==> src/rtl/cpu_pkg.sv <==
// Shared definitions for the pipeline stages: control-bit positions inside
// the MEM and WB control fields, the MEM-stage state encoding, the MEM/WB
// register payload, and small decode helpers.
package cpu_pkg;

  // Bit positions inside MEMControl: [1] MemRead, [0] MemWrite
  localparam int unsigned MEMCTL_READ  = 1;
  localparam int unsigned MEMCTL_WRITE = 0;

  // Bit positions inside WBControl: [1] MemToReg, [0] RegWrite
  localparam int unsigned WBCTL_MEMTOREG = 1;
  localparam int unsigned WBCTL_REGWRITE = 0;

  // Width of the wait counter; large enough for MAX_WAIT up to 255
  localparam int unsigned WAIT_CNT_W = 8;

  typedef enum logic {
    IDLE = 1'b0,
    WAIT = 1'b1
  } mem_state_e;

  // Payload carried by the MEM/WB register (valid travels separately)
  typedef struct packed {
    logic [31:0] read_data;
    logic [31:0] alu_result;
    logic [4:0]  rd;
    logic [1:0]  wb_ctl;
    logic        err;
  } mem_wb_t;

  // True when the instruction touches data memory at all
  function automatic logic is_mem_op(input logic [1:0] mem_ctl);
    return |mem_ctl;
  endfunction

  // A memory op that must not reach the bus: both read and write requested,
  // or an address that is not word aligned
  function automatic logic is_bad_access(input logic [1:0] mem_ctl,
                                         input logic [1:0] addr_lo);
    return (&mem_ctl) || (addr_lo != 2'b00);
  endfunction

endpackage

==> src/rtl/mem_wb_reg.sv <==
// MEM/WB pipeline register. A load writes the whole payload and raises
// valid for one cycle; without a load, valid and err fall back to 0 while
// the data fields keep their last value. kill_regwrite clears RegWrite so a
// faulting instruction cannot update the register file.
import cpu_pkg::*;

module mem_wb_reg (
  input  logic    clk,
  input  logic    srst,
  input  logic    load,
  input  logic    kill_regwrite,
  input  mem_wb_t d,
  output logic    valid,
  output mem_wb_t q
);

  logic    valid_reg;
  mem_wb_t q_reg;
  mem_wb_t d_next;

  // Apply the RegWrite kill to the incoming payload
  always_comb begin
    d_next = d;
    d_next.wb_ctl[WBCTL_REGWRITE] = d.wb_ctl[WBCTL_REGWRITE] & ~kill_regwrite;
  end

  // Register the payload on load; otherwise drop the single-cycle flags
  always_ff @(posedge clk) begin
    if (srst) begin
      valid_reg <= 1'b0;
      q_reg     <= '0;
    end else if (load) begin
      valid_reg <= 1'b1;
      q_reg     <= d_next;
    end else begin
      valid_reg <= 1'b0;
      q_reg.err <= 1'b0;
    end
  end

  assign valid = valid_reg;
  assign q     = q_reg;

endmodule

==> src/rtl/mem_stage.sv <==
// Pipeline MEM stage. Non-memory instructions pass straight to the MEM/WB
// register in one cycle. A legal load/store is latched in IDLE, issued on a
// registered request/acknowledge bus, and held in WAIT until Mem_Ack or a
// timeout; the upstream stage is stalled meanwhile. Misaligned or
// read+write accesses and timeouts complete with an error pulse and
// RegWrite suppressed.
import cpu_pkg::*;

module mem_stage #(
  parameter int MAX_WAIT = 15
) (
  input  logic        Clk,
  input  logic        Rst,
  input  logic        Valid_In,
  input  logic [31:0] Result_In,
  input  logic [31:0] Data_In,
  input  logic [4:0]  Rd_In,
  input  logic [1:0]  MEMControl_In,
  input  logic [1:0]  WBControl_In,
  output logic        Stall_Out,
  output logic        Mem_Req,
  output logic        Mem_We,
  output logic [31:0] Mem_Addr,
  output logic [31:0] Mem_WData,
  input  logic [31:0] Mem_RData,
  input  logic        Mem_Ack,
  output logic        Valid_Out,
  output logic [31:0] ReadData_Out,
  output logic [31:0] ALUResult_Out,
  output logic [4:0]  Rd_Out,
  output logic [1:0]  WBControl_Out,
  output logic        Err_Out
);

  // Counter value of the last WAIT cycle before giving up on the ack
  localparam logic [WAIT_CNT_W-1:0] WAIT_LAST = WAIT_CNT_W'(MAX_WAIT - 1);

  mem_state_e            state_reg;
  logic [WAIT_CNT_W-1:0] wait_cnt_reg;
  logic                  mem_req_reg;
  logic                  mem_we_reg;
  logic [31:0]           mem_addr_reg;
  logic [31:0]           mem_wdata_reg;
  logic [4:0]            rd_hold_reg;
  logic [1:0]            wb_hold_reg;

  logic    mem_op;
  logic    bad_access;
  logic    start_access;
  logic    wait_last;
  logic    wb_load;
  logic    wb_kill;
  mem_wb_t wb_d;
  logic    wb_valid;
  mem_wb_t wb_q;

  // Decode the incoming instruction and the wait-limit condition
  always_comb begin
    mem_op       = Valid_In && is_mem_op(MEMControl_In);
    bad_access   = mem_op && is_bad_access(MEMControl_In, Result_In[1:0]);
    start_access = mem_op && !bad_access;
    wait_last    = (wait_cnt_reg == WAIT_LAST);
  end

  // Hold upstream while a legal access is being captured or is outstanding;
  // release in the completing cycle so upstream advances on that edge
  always_comb begin
    Stall_Out = 1'b0;
    unique case (state_reg)
      IDLE:    Stall_Out = start_access;
      WAIT:    Stall_Out = !(Mem_Ack || wait_last);
      default: Stall_Out = 1'b0;
    endcase
  end

  // Select what, if anything, enters the MEM/WB register this cycle
  always_comb begin
    wb_load = 1'b0;
    wb_kill = 1'b0;
    wb_d    = '0;
    unique case (state_reg)
      IDLE: begin
        // Non-memory ops and rejected accesses complete immediately
        if (Valid_In && !start_access) begin
          wb_load         = 1'b1;
          wb_kill         = bad_access;
          wb_d.alu_result = Result_In;
          wb_d.rd         = Rd_In;
          wb_d.wb_ctl     = WBControl_In;
          wb_d.err        = bad_access;
        end
      end
      WAIT: begin
        // An ack in the final wait cycle still counts as success
        if (Mem_Ack || wait_last) begin
          wb_load         = 1'b1;
          wb_kill         = !Mem_Ack;
          wb_d.alu_result = mem_addr_reg;
          wb_d.rd         = rd_hold_reg;
          wb_d.wb_ctl     = wb_hold_reg;
          wb_d.err        = !Mem_Ack;
          wb_d.read_data  = (Mem_Ack && !mem_we_reg) ? Mem_RData : 32'h0;
        end
      end
      default: begin
        wb_load = 1'b0;
      end
    endcase
  end

  // Access FSM: latch and issue the bus request, count wait cycles, retire
  always_ff @(posedge Clk) begin
    if (Rst) begin
      state_reg     <= IDLE;
      wait_cnt_reg  <= '0;
      mem_req_reg   <= 1'b0;
      mem_we_reg    <= 1'b0;
      mem_addr_reg  <= '0;
      mem_wdata_reg <= '0;
      rd_hold_reg   <= '0;
      wb_hold_reg   <= '0;
    end else begin
      unique case (state_reg)
        IDLE: begin
          if (start_access) begin
            state_reg     <= WAIT;
            wait_cnt_reg  <= '0;
            mem_req_reg   <= 1'b1;
            mem_we_reg    <= MEMControl_In[MEMCTL_WRITE];
            mem_addr_reg  <= {Result_In[31:2], 2'b00};
            mem_wdata_reg <= Data_In;
            rd_hold_reg   <= Rd_In;
            wb_hold_reg   <= WBControl_In;
          end
        end
        WAIT: begin
          if (Mem_Ack || wait_last) begin
            state_reg    <= IDLE;
            wait_cnt_reg <= '0;
            mem_req_reg  <= 1'b0;
          end else begin
            wait_cnt_reg <= wait_cnt_reg + 1'b1;
          end
        end
        default: begin
          state_reg   <= IDLE;
          mem_req_reg <= 1'b0;
        end
      endcase
    end
  end

  mem_wb_reg u_mem_wb_reg (
    .clk           (Clk),
    .srst          (Rst),
    .load          (wb_load),
    .kill_regwrite (wb_kill),
    .d             (wb_d),
    .valid         (wb_valid),
    .q             (wb_q)
  );

  assign Mem_Req       = mem_req_reg;
  assign Mem_We        = mem_we_reg;
  assign Mem_Addr      = mem_addr_reg;
  assign Mem_WData     = mem_wdata_reg;
  assign Valid_Out     = wb_valid;
  assign ReadData_Out  = wb_q.read_data;
  assign ALUResult_Out = wb_q.alu_result;
  assign Rd_Out        = wb_q.rd;
  assign WBControl_Out = wb_q.wb_ctl;
  assign Err_Out       = wb_q.err;

endmodule

==> config.mk <==
export PLATFORM = sky130hd
export DESIGN_NAME = mem_stage
export DESIGN_NICKNAME = d
export VERILOG_FILES = /design/src/rtl/cpu_pkg.sv /design/src/rtl/mem_wb_reg.sv /design/src/rtl/mem_stage.sv
export SDC_FILE = /design/constraint.sdc
export NUM_CORES = 1
export LEC_CHECK = 0
export CAP_MARGIN = 20
export CORE_ASPECT_RATIO = 0.7
export CORE_MARGIN = 5
export CORE_UTILIZATION = 25
export DETAILED_ROUTE_END_ITERATION = 8
export SLEW_MARGIN = 10
export SYNTH_ARGS = -nofsm -noshare
export SYNTH_HDL_FRONTEND = slang
export SYNTH_SLANG_ARGS = --single-unit
==> constraint.sdc <==
create_clock -name Clk -period 3.6 [get_ports Clk]
set_input_delay 0.72 -clock Clk [delete_from_list [all_inputs] [get_ports Clk]]
set_output_delay 0.72 -clock Clk [all_outputs]
set_load 0.1 [all_outputs]
==> flow_metrics.env <==
export IMPL_outcome="complete, no violations"
export IMPL_drc=0
export IMPL_postPlaceCellArea_mm2=0.00827
export IMPL_cp_end_kind="output pin"
export IMPL_worst_slack_ns=0.756
export IMPL_cts_tree="built"
export IMPL_rsz0062_at_grt="no"
export IMPL_avgSynthCellArea_um2=9.41
export IMPL_ys_ff_latch=153
export IMPL_power_leakage_nw=3.30
export IMPL_cts_buffer_depth=2
export IMPL_cts_inserted_buffers=17
export IMPL_setup_viol=0
export IMPL_grt_pass1_vias=4999
export IMPL_drt_wirelength_per_cell_um=17.3
export IMPL_drtIter0Drc=222
export IMPL_place_congestion=0.786
export IMPL_ant_nets=0
export IMPL_powerDensity_mw_per_mm2=500
export IMPL_path_max_fanout=8
export IMPL_dieArea_mm2=0.0255
export IMPL_finalMaxSlewViolations=0
export IMPL_cts_root_buffer="clkbuf_16"
export IMPL_insertion_delay_ns=0.42
export IMPL_largest_reg_flops=72
export IMPL_netlist_area_mm2=0.00560
export IMPL_track_usage_pct=14.5
export IMPL_die_h_um=135
export IMPL_required_ns=2.88
export IMPL_fin_area_mm2=0.00891
export IMPL_cts_sinks=153
export IMPL_core_mm2=0.0218
export IMPL_finClkSkew_ns=0.00880
export IMPL_io_pins=249
export IMPL_final_cell_mix="clkdlybuf4s50_1, dfxtp_1, nand2_1, a21oi_1"
export IMPL_max_freq_ghz=0.352
export IMPL_wl_um=19300
export IMPL_hp_class="flip-flop to flip-flop"
export IMPL_async_reset_ff_share_pct=0
export IMPL_post_cts_buffers=0
export IMPL_clk_pin_slew_ns=0.06
export IMPL_yosysWarnings=0
export IMPL_crit_arrival_ns=2.12
export IMPL_start_util_pct=25.6
export IMPL_final_common_cell="clkdlybuf4s50_1"
export IMPL_fin_crit_sh_pct=79.0
export IMPL_hold_buffers=0
export IMPL_htree_levels=4
export IMPL_fin_crit_ns=2.84
export IMPL_row_count=45
export IMPL_vias_per_cell=4.72
export IMPL_grt_ovfl_total=0
export IMPL_hold_viol=0
export IMPL_grt_first_pass_wirelength_um=29200
export IMPL_vdd_drop_max_mv=0.326
export IMPL_ys_flop_type="dfxtp_1"
export IMPL_fin_setup_tns_ns=0
export IMPL_drive_gt1_share_pct=6.36
export IMPL_power_total_mw=4.45
export IMPL_synth_cell_types=45
export IMPL_worstMarginPinSlew_ns=1.03
export IMPL_fill_cells=2185
export IMPL_slew_headroom_pct=31.1
export IMPL_vias=5264
export IMPL_post_place_ws_ns=0.775
export IMPL_antenna_found_initial=0
export IMPL_grt_max_degree=73
export IMPL_worstSetupPathType="input pin to output pin"
export IMPL_die_w_um=189
export IMPL_portBuffers=246
export IMPL_num_antenna_cells=0
export IMPL_timing_max_cap_violations=0
export IMPL_ys_seq_area_share_pct=54.7
export IMPL_dp_hpwl_um=12900
export IMPL_drt_pass1_iter_count=4
export IMPL_synth_edf_count=0
export IMPL_critPathLaunchType="input pin"
export IMPL_ff2ff_setup_slack_ns=1.48
export IMPL_synthCells=595
export IMPL_layout_nets=932
export IMPL_areaGrowthSynthToFinish_pct=59.1
export IMPL_ctsResizeCount=0
-- report_power, final --
group          leakage [nW]  switching, mW  internal, mW  total (mW)
Clock                 0.302          0.690          1.20        1.89
Sequential             1.24         0.0332          1.75        1.78
Combinational          1.75          0.541         0.245       0.786
Total                  3.30           1.26          3.19        4.45
-- synthesized netlist by cell type (all sizes together), types with 3 or more instances --
library cell    n  area share (%)
a21oi          78             7.0
dfxtp         153              55
nand3           5            0.45
nand2         146             9.8
inv             3            0.20
a221o          36             6.4
nor3            3            0.56
nor2            9            0.65
a21o            3            0.40
and3           37             4.1
a22o           34             5.3
o21ai           5            0.45
buf            25             3.3
clkbuf         25             1.7
-- path summary, 6_finish.rpt --
kind                                 from                         endpoint  depth (start not counted)
max                               Mem_Ack                        Stall_Out                          5
min           rd_hold_reg[4]$_SDFFE_PP0P_      rd_hold_reg[4]$_SDFFE_PP0P_                          2
max reg2reg  wait_cnt_reg[0]$_SDFFE_PP0P_  u_mem_wb_reg.q[71]$_SDFFE_PP0P_                          7
min reg2reg   rd_hold_reg[4]$_SDFFE_PP0P_      rd_hold_reg[4]$_SDFFE_PP0P_                          2
-- layout make-up --
type,instances,area (um2),share of cell area (%)
clock buffer,25,515,5.78
clock inverter,6,110,1.24
inverter,3,11.3,0.126
multi-input combinational,390,2280,25.6
sequential,153,3060,34.4
tap,282,353,3.96
timing repair buffer,256,2580,28.9
-- critical path, stage by stage --
cell             delay [ns]
clkdlybuf4s50_1        0.51
nand2b_1               0.31
a21o_1                 0.25
nand2_1                0.14
buf_12                 0.19
-- layer usage --
metal | part of all wire, % | vias to the layer above | GRT usage [%]
met5 | 0 | - | 0
met4 | 1.1 | 0 | 3.96
met3 | 9.6 | 16 | 6.88
met2 | 42 | 194 | 20.8
met1 | 47 | 2494 | 19.5
li1 | - | 2560 | -
-- through the flow --
stage / cells / util (%) / hold slack (ns)
floorplan: 596 / - / 0.437
global placement: 1083 / 37.9 / 0.441
detailed placement: 1083 / 37.9 / 0.448
CTS: 1114 / 40.7 / 0.455
global route: 1115 / 40.8 / 0.468
finish: 1115 / 40.8 / 0.454
-- cell families (layout without fill, tap and decap cells) --
logic type / after synthesis / in the layout / share of synthesized area [%]
buf+inv: 53 / 290 / 5.20
other cells: 1 / 2 / 0.0669
xor+xnor: 1 / 1 / 0.290
fa+ha+maj: 2 / 2 / 0.447
flops: 153 / 153 / 54.7
mux: 1 / 1 / 0.179
simple gates: 215 / 215 / 17.6
compound gates: 169 / 169 / 21.6
Power figures use the tool's default switching activity.
==> variant 1, RTL diff (same settings) <==
`WAIT_CNT_W`: 8 -> 10.
--- a/src/rtl/cpu_pkg.sv
+++ b/src/rtl/cpu_pkg.sv
@@ -14,3 +14,3 @@
   // Width of the wait counter; large enough for MAX_WAIT up to 255
-  localparam int unsigned WAIT_CNT_W = 8;
+  localparam int unsigned WAIT_CNT_W = 10;
 
Check against the original RTL: same outputs for any inputs over 4 cycles, from zero or initial values and one cycle with Rst high; that may be too few to reach the edited logic, so the function may still have changed.
==> variant 1 against the original RTL <==
- area after synthesis increased by 6.5%
- total power rose by 1.3%
- setup slack lost 0.25 ns
- worst hold slack about the same
- wire length grew 8.9%
- cell area increased by 4.6%
- sequential cell count rose by 2
==> variant 1: results (changes against the original RTL) <==
[run_status]
status=completed  ; unchanged

[critical_path]
r2r_cells=6  ; was 7
max_stage_delay_ns=0.65  ; was 0.51 ns
r2r_slack_ns=1.24  ; was 1.48 ns
r2r-start=wait_cnt_reg[1]  ; was wait_cnt_reg[0]
worstSetupPathType=reg2out  ; was in2out
reg2reg_to=u_mem_wb_reg.q[59]  ; was u_mem_wb_reg.q[71]
worst_ep_arrival_time_ns=2.37  ; was 2.12 ns
setup.worst_path.start=wait_cnt_reg[1]  ; was Mem_Ack

[timing]
finalClockSkew_ns=0.00555  ; was 0.00880 ns
worst_slack_ns=0.509  ; was 0.756 ns
tightest_slew_ns=1.04  ; was 1.03 ns

[route]
drtPass1Iterations=5  ; was 4
vias=5736  ; was 5264
wire_per_inst_um=17.5  ; was 17.3 um
initialDrtViolationCount=326  ; was 222

[synthesis]
synth_cell_type_count=47  ; was 45
synthTopCellsByArea=dfxtp_1 52%, nand2_1 9.4%, a21oi_1 6.5%  ; was dfxtp_1 55%, nand2_1 9.8%, a21oi_1 7.0%
synth_common_cells=155 x dfxtp_1, 149 x nand2_1, 77 x a21oi_1  ; was 153 x dfxtp_1, 146 x nand2_1, 78 x a21oi_1
ys_seq_area_share_pct=52.0  ; was 54.7%

[pwr]
vdd_drop_max_uv=326  ; about the same
switchingPower_w=0.00137  ; was 0.00126 W
leakagePower_nw=3.30  ; about the same

[global_routing]
grt_max_degree=79  ; was 73
grt_pass1_vias=5397  ; was 4999
grt_pass1_wl_um=32800  ; was 29200 um

[final_layout]
diodes=0  ; unchanged
fin_nets=983  ; was 932
fillers=2309  ; was 2185
drive_above_1_share_pct=7.57  ; was 6.36%

[clocking]
h-tree-depth=4  ; unchanged

[placed_design]
place_congestion=0.768  ; was 0.786
dp_hpwl_um=13300  ; was 12900 um
dp_slack_ns=0.708  ; was 0.775 ns

-- variant 1: cell types whose count changed after synthesis, moves of 4 or more --
cell	before	now
a221o_1	36	0
a221oi_1	0	36
a31oi_1	2	6
buf_6	9	0
clkbuf_1	25	41
o2bb2ai_1	0	36
-- variant 1: worst min-delay path by stage --
| stage | from | endpoint |
|---|---|---|
| floorplan | rd_hold_reg[0] | rd_hold_reg[0] |
| global placement | Mem_WData[4] | Mem_WData[4] |
| detailed placement | u_mem_wb_reg.q[36] | u_mem_wb_reg.q[36] |
| CTS | Mem_WData[8] | Mem_WData[8] |
| global route | Mem_WData[7] | Mem_WData[7] |
| finish | Mem_WData[30] | Mem_WData[30] |
-- variant 1: final cells by class --
cell class              count  area, sq um  share of cell area [%]
multi-input cells         437         2640                    28.3
well taps                 318          398                    4.27
clock buffers              19          453                    4.86
clock inverters            13          165                    1.77
repair buffers            258         2550                    27.4
flip-flops and latches    155         3100                    33.3
inverters                   3         11.3                   0.121
-- variant 1: power groups by stage --
stage	clock (W)	combinational [W]	sequential, W
after floorplan	0	0.000154	0.00220
after global placement	0	0.000812	0.00184
after detailed placement	0	0.000813	0.00184
after CTS	0.00197	0.000816	0.00180
after global routing	0.00205	0.000844	0.00181
final	0.00190	0.000810	0.00180
-- variant 1: per-stage QoR --
| step | hold slack [ns] | util, % | instance area, sq um | cells |
|---|---|---|---|---|
| finish | 0.454 | 39.6 | 9330 | 1203 |
| global route | 0.469 | 39.6 | 9330 | 1203 |
| CTS | 0.455 | 39.6 | 9330 | 1203 |
| detailed placement | 0.446 | 36.9 | 8710 | 1171 |
| global placement | 0.442 | 36.9 | 8710 | 1171 |
| floorplan | 0.445 | - | 5970 | 652 |
-- variant 1: cells by family (layout without fill, tap and decap cells) --
family / Yosys count / in the layout / share of synthesized area (%)
compound gates: 203 / 203 / 24.8
buf+inv: 60 / 293 / 4.28
fa+ha+maj: 3 / 3 / 0.587
xor+xnor: 4 / 4 / 0.587
other cells: 1 / 2 / 0.0628
flops: 155 / 155 / 52.0
simple gates: 225 / 225 / 17.7
-- variant 1: critical path, delay by kind of cell, from the launching register on --
kind | cells | cell delay (ns)
AND/OR/NAND/NOR | 2 | 0.81
flip-flops | 1 | 0.42
AO/OA/AOI/OAI | 1 | 0.33
adder cells (fa/ha/maj) | 1 | 0.19
buffers and inverters | 1 | 0.19
-- variant 1: layer usage --
layer  up-vias  wire, um  global-route usage [%]
met5         -         0                       0
met4         0       181                    3.33
met3        15      1820                    5.68
met2       198      9080                    21.8
met1      2706      9930                    21.3
li1       2817         -                       -
==> variant 2, RTL diff (config.mk and constraints unchanged) <==
Made on the original files. Make the reset (`Rst` and `srst`) asynchronous in 2 clocked blocks.
--- a/src/rtl/mem_wb_reg.sv
+++ b/src/rtl/mem_wb_reg.sv
@@ -27,3 +27,3 @@
   // Register the payload on load; otherwise drop the single-cycle flags
-  always_ff @(posedge clk) begin
+  always_ff @(posedge clk or posedge srst) begin
     if (srst) begin
--- a/src/rtl/mem_stage.sv
+++ b/src/rtl/mem_stage.sv
@@ -111,3 +111,3 @@
   // Access FSM: latch and issue the bus request, count wait cycles, retire
-  always_ff @(posedge Clk) begin
+  always_ff @(posedge Clk or posedge Rst) begin
     if (Rst) begin
Formal check against the unedited RTL: differs if Rst is asserted again (counterexample within 4 cycles, from zero or initial values and one cycle with Rst high); with Rst held inactive, the same outputs for 4 cycles.
==> variant 2 against the original RTL <==
- cell area rose by 7.1%
- highest routed layer unchanged
- wire length down 10%
- setup slack got worse by 0.30 ns
- largest cell class unchanged
- die area rose by 8.5%
- area after synthesis rose by 9.1%
- count of clock-buffer cells in the layout decreased by 6
- sequential cell count unchanged
Power is not compared: it rests on default switching activity, and its combinational part moved more than twofold at a synthesized area within 25%.
==> variant 2: results (changes against the original RTL) <==
[synthesis]
synth_cell_type_count=41  ; was 45
synth_common_cells=153 x dfrtp_1, 70 x a22o_1, 54 x mux2_2  ; was 153 x dfxtp_1, 146 x nand2_1, 78 x a21oi_1
synthTopCellsByArea=dfrtp_1 63%, a22o_1 10%, mux2_2 9.9%  ; was dfxtp_1 55%, nand2_1 9.8%, a21oi_1 7.0%
async_flop_share_pct=100  ; was 0%
yosys_warnings=0  ; unchanged
ys_seq_area_share_pct=62.6  ; was 54.7%

[clocking]
clk_latency_ns=0.42  ; about the same
post-cts-setup-buffers=0  ; unchanged
path_clk_slew_ns=0.06  ; about the same
clockRootBuffer=clkbuf_16  ; unchanged

[placed_design]
port_buffers=246  ; unchanged
place_congestion=0.726  ; was 0.786
dp_hpwl_um=11800  ; was 12900 um
dpl_cell_area_sq_um=8910  ; was 8270 sq um

[route]
vias=4461  ; was 5264
finalWirelength_um=17400  ; was 19300 um
drtPass1Iterations=4  ; unchanged
wl_met2_um=7410  ; was 8140 um
wl_met1_um=8060  ; was 9080 um
met3_length_um=1730  ; was 1860 um
initialDrtViolationCount=131  ; was 222

[global_routing]
grt_pass1_vias=4734  ; was 4999
gr-usage-met2_pct=18.2  ; was 20.8%
grt_use_total_pct=12.6  ; was 14.5%
use_met3_pct=6.68  ; was 6.88%
grt_antenna_before_repair=0  ; unchanged
gr-usage-met1_pct=16.7  ; was 19.5%
grt_max_degree=88  ; was 73
grt_pass1_wl_um=27500  ; was 29200 um

[critical_path]
crit_path_top_delay_cell=o211ai_1  ; was clkdlybuf4s50_1
max_stage_delay_ns=0.67  ; was 0.51 ns
crit_family=compound AO/OA/AOI/OAI gates  ; was buffers and inverters
r2r_slack_ns=1.53  ; was 1.48 ns
cp_max_fo=11  ; was 8
worst_ep_arrival_time_ns=2.43  ; was 2.12 ns

[pwr]
vdd_drop_max_uv=606
leakagePower_nw=4.25

[timing]
finalClockSkew_ns=0.00501  ; was 0.00880 ns
tightest_slew_ns=1.04  ; was 1.03 ns

[run_status]
status=completed  ; unchanged

[final_layout]
drive_above_1_share_pct=15.4  ; was 6.36%
diodes=0  ; unchanged
fin_nets=778  ; was 932
largest_reg_flops=72  ; unchanged
fillers=2296  ; was 2185

[variant 2: changes by cell type in the layout (fill, tap and decap cells not counted), moves of 54 or more]
cell,unedited run,this run
a21oi_1,78,2
dfrtp_1,0,153
dfxtp_1,153,0
nand2_1,146,5
mux2_2,0,54
[variant 2: kinds of logic after synthesis]
logic type,synth area share (%)
AO/OA/AOI/OAI,17.0
AND/OR/NAND/NOR,2.99
XOR/XNOR,0.266
buffers and inverters,3.54
adder cells (fa/ha/maj),0.573
flip-flops,62.6
multiplexers,12.9
other,0.0614
[variant 2: per-stage QoR]
stage          instances  worst slack [ns]  utilization (%)  power [W]  hold WS [ns]
6_report             998             0.455             40.0    0.00754         0.475
2_1_floorplan        422             0.752                -    0.00476         0.456
4_1_cts              998             0.399             40.0    0.00765         0.479
5_1_grt              998             0.192             40.0    0.00783         0.494
3_3_place_gp         966             0.770             37.3    0.00564         0.458
3_5_place_dp         966             0.754             37.3    0.00565         0.464
[variant 2: worst paths after layout]
kind	start	end	cells past startpoint
setup reg to reg	wait_cnt_reg[0]	wait_cnt_reg[4]	6
hold / removal	u_mem_wb_reg.q[36]	u_mem_wb_reg.q[36]	1
hold reg to reg	u_mem_wb_reg.q[36]	u_mem_wb_reg.q[36]	1
max in group asynchronous	Rst	Mem_WData[24]	3
setup / recovery	wait_cnt_reg[0]	Stall_Out	6
min in group asynchronous	Rst	Mem_WData[28]	3
[variant 2: cell type report]
class	instances	area share [%]
Clock buffer	19	4.64
Clock inverter	13	2.03
Inverter	7	0.315
Multi-Input combinational cell	234	21.9
Sequential cell	153	40.1
Tap cell	318	4.17
Timing Repair Buffer	254	26.9
[variant 2: where the power goes]
group / internal (W) / switching (W)
combinational: 0.000824 / 0.00256
sequential: 0.00203 / 0.000189
clock: 0.00119 / 0.000750
total: 0.00405 / 0.00349
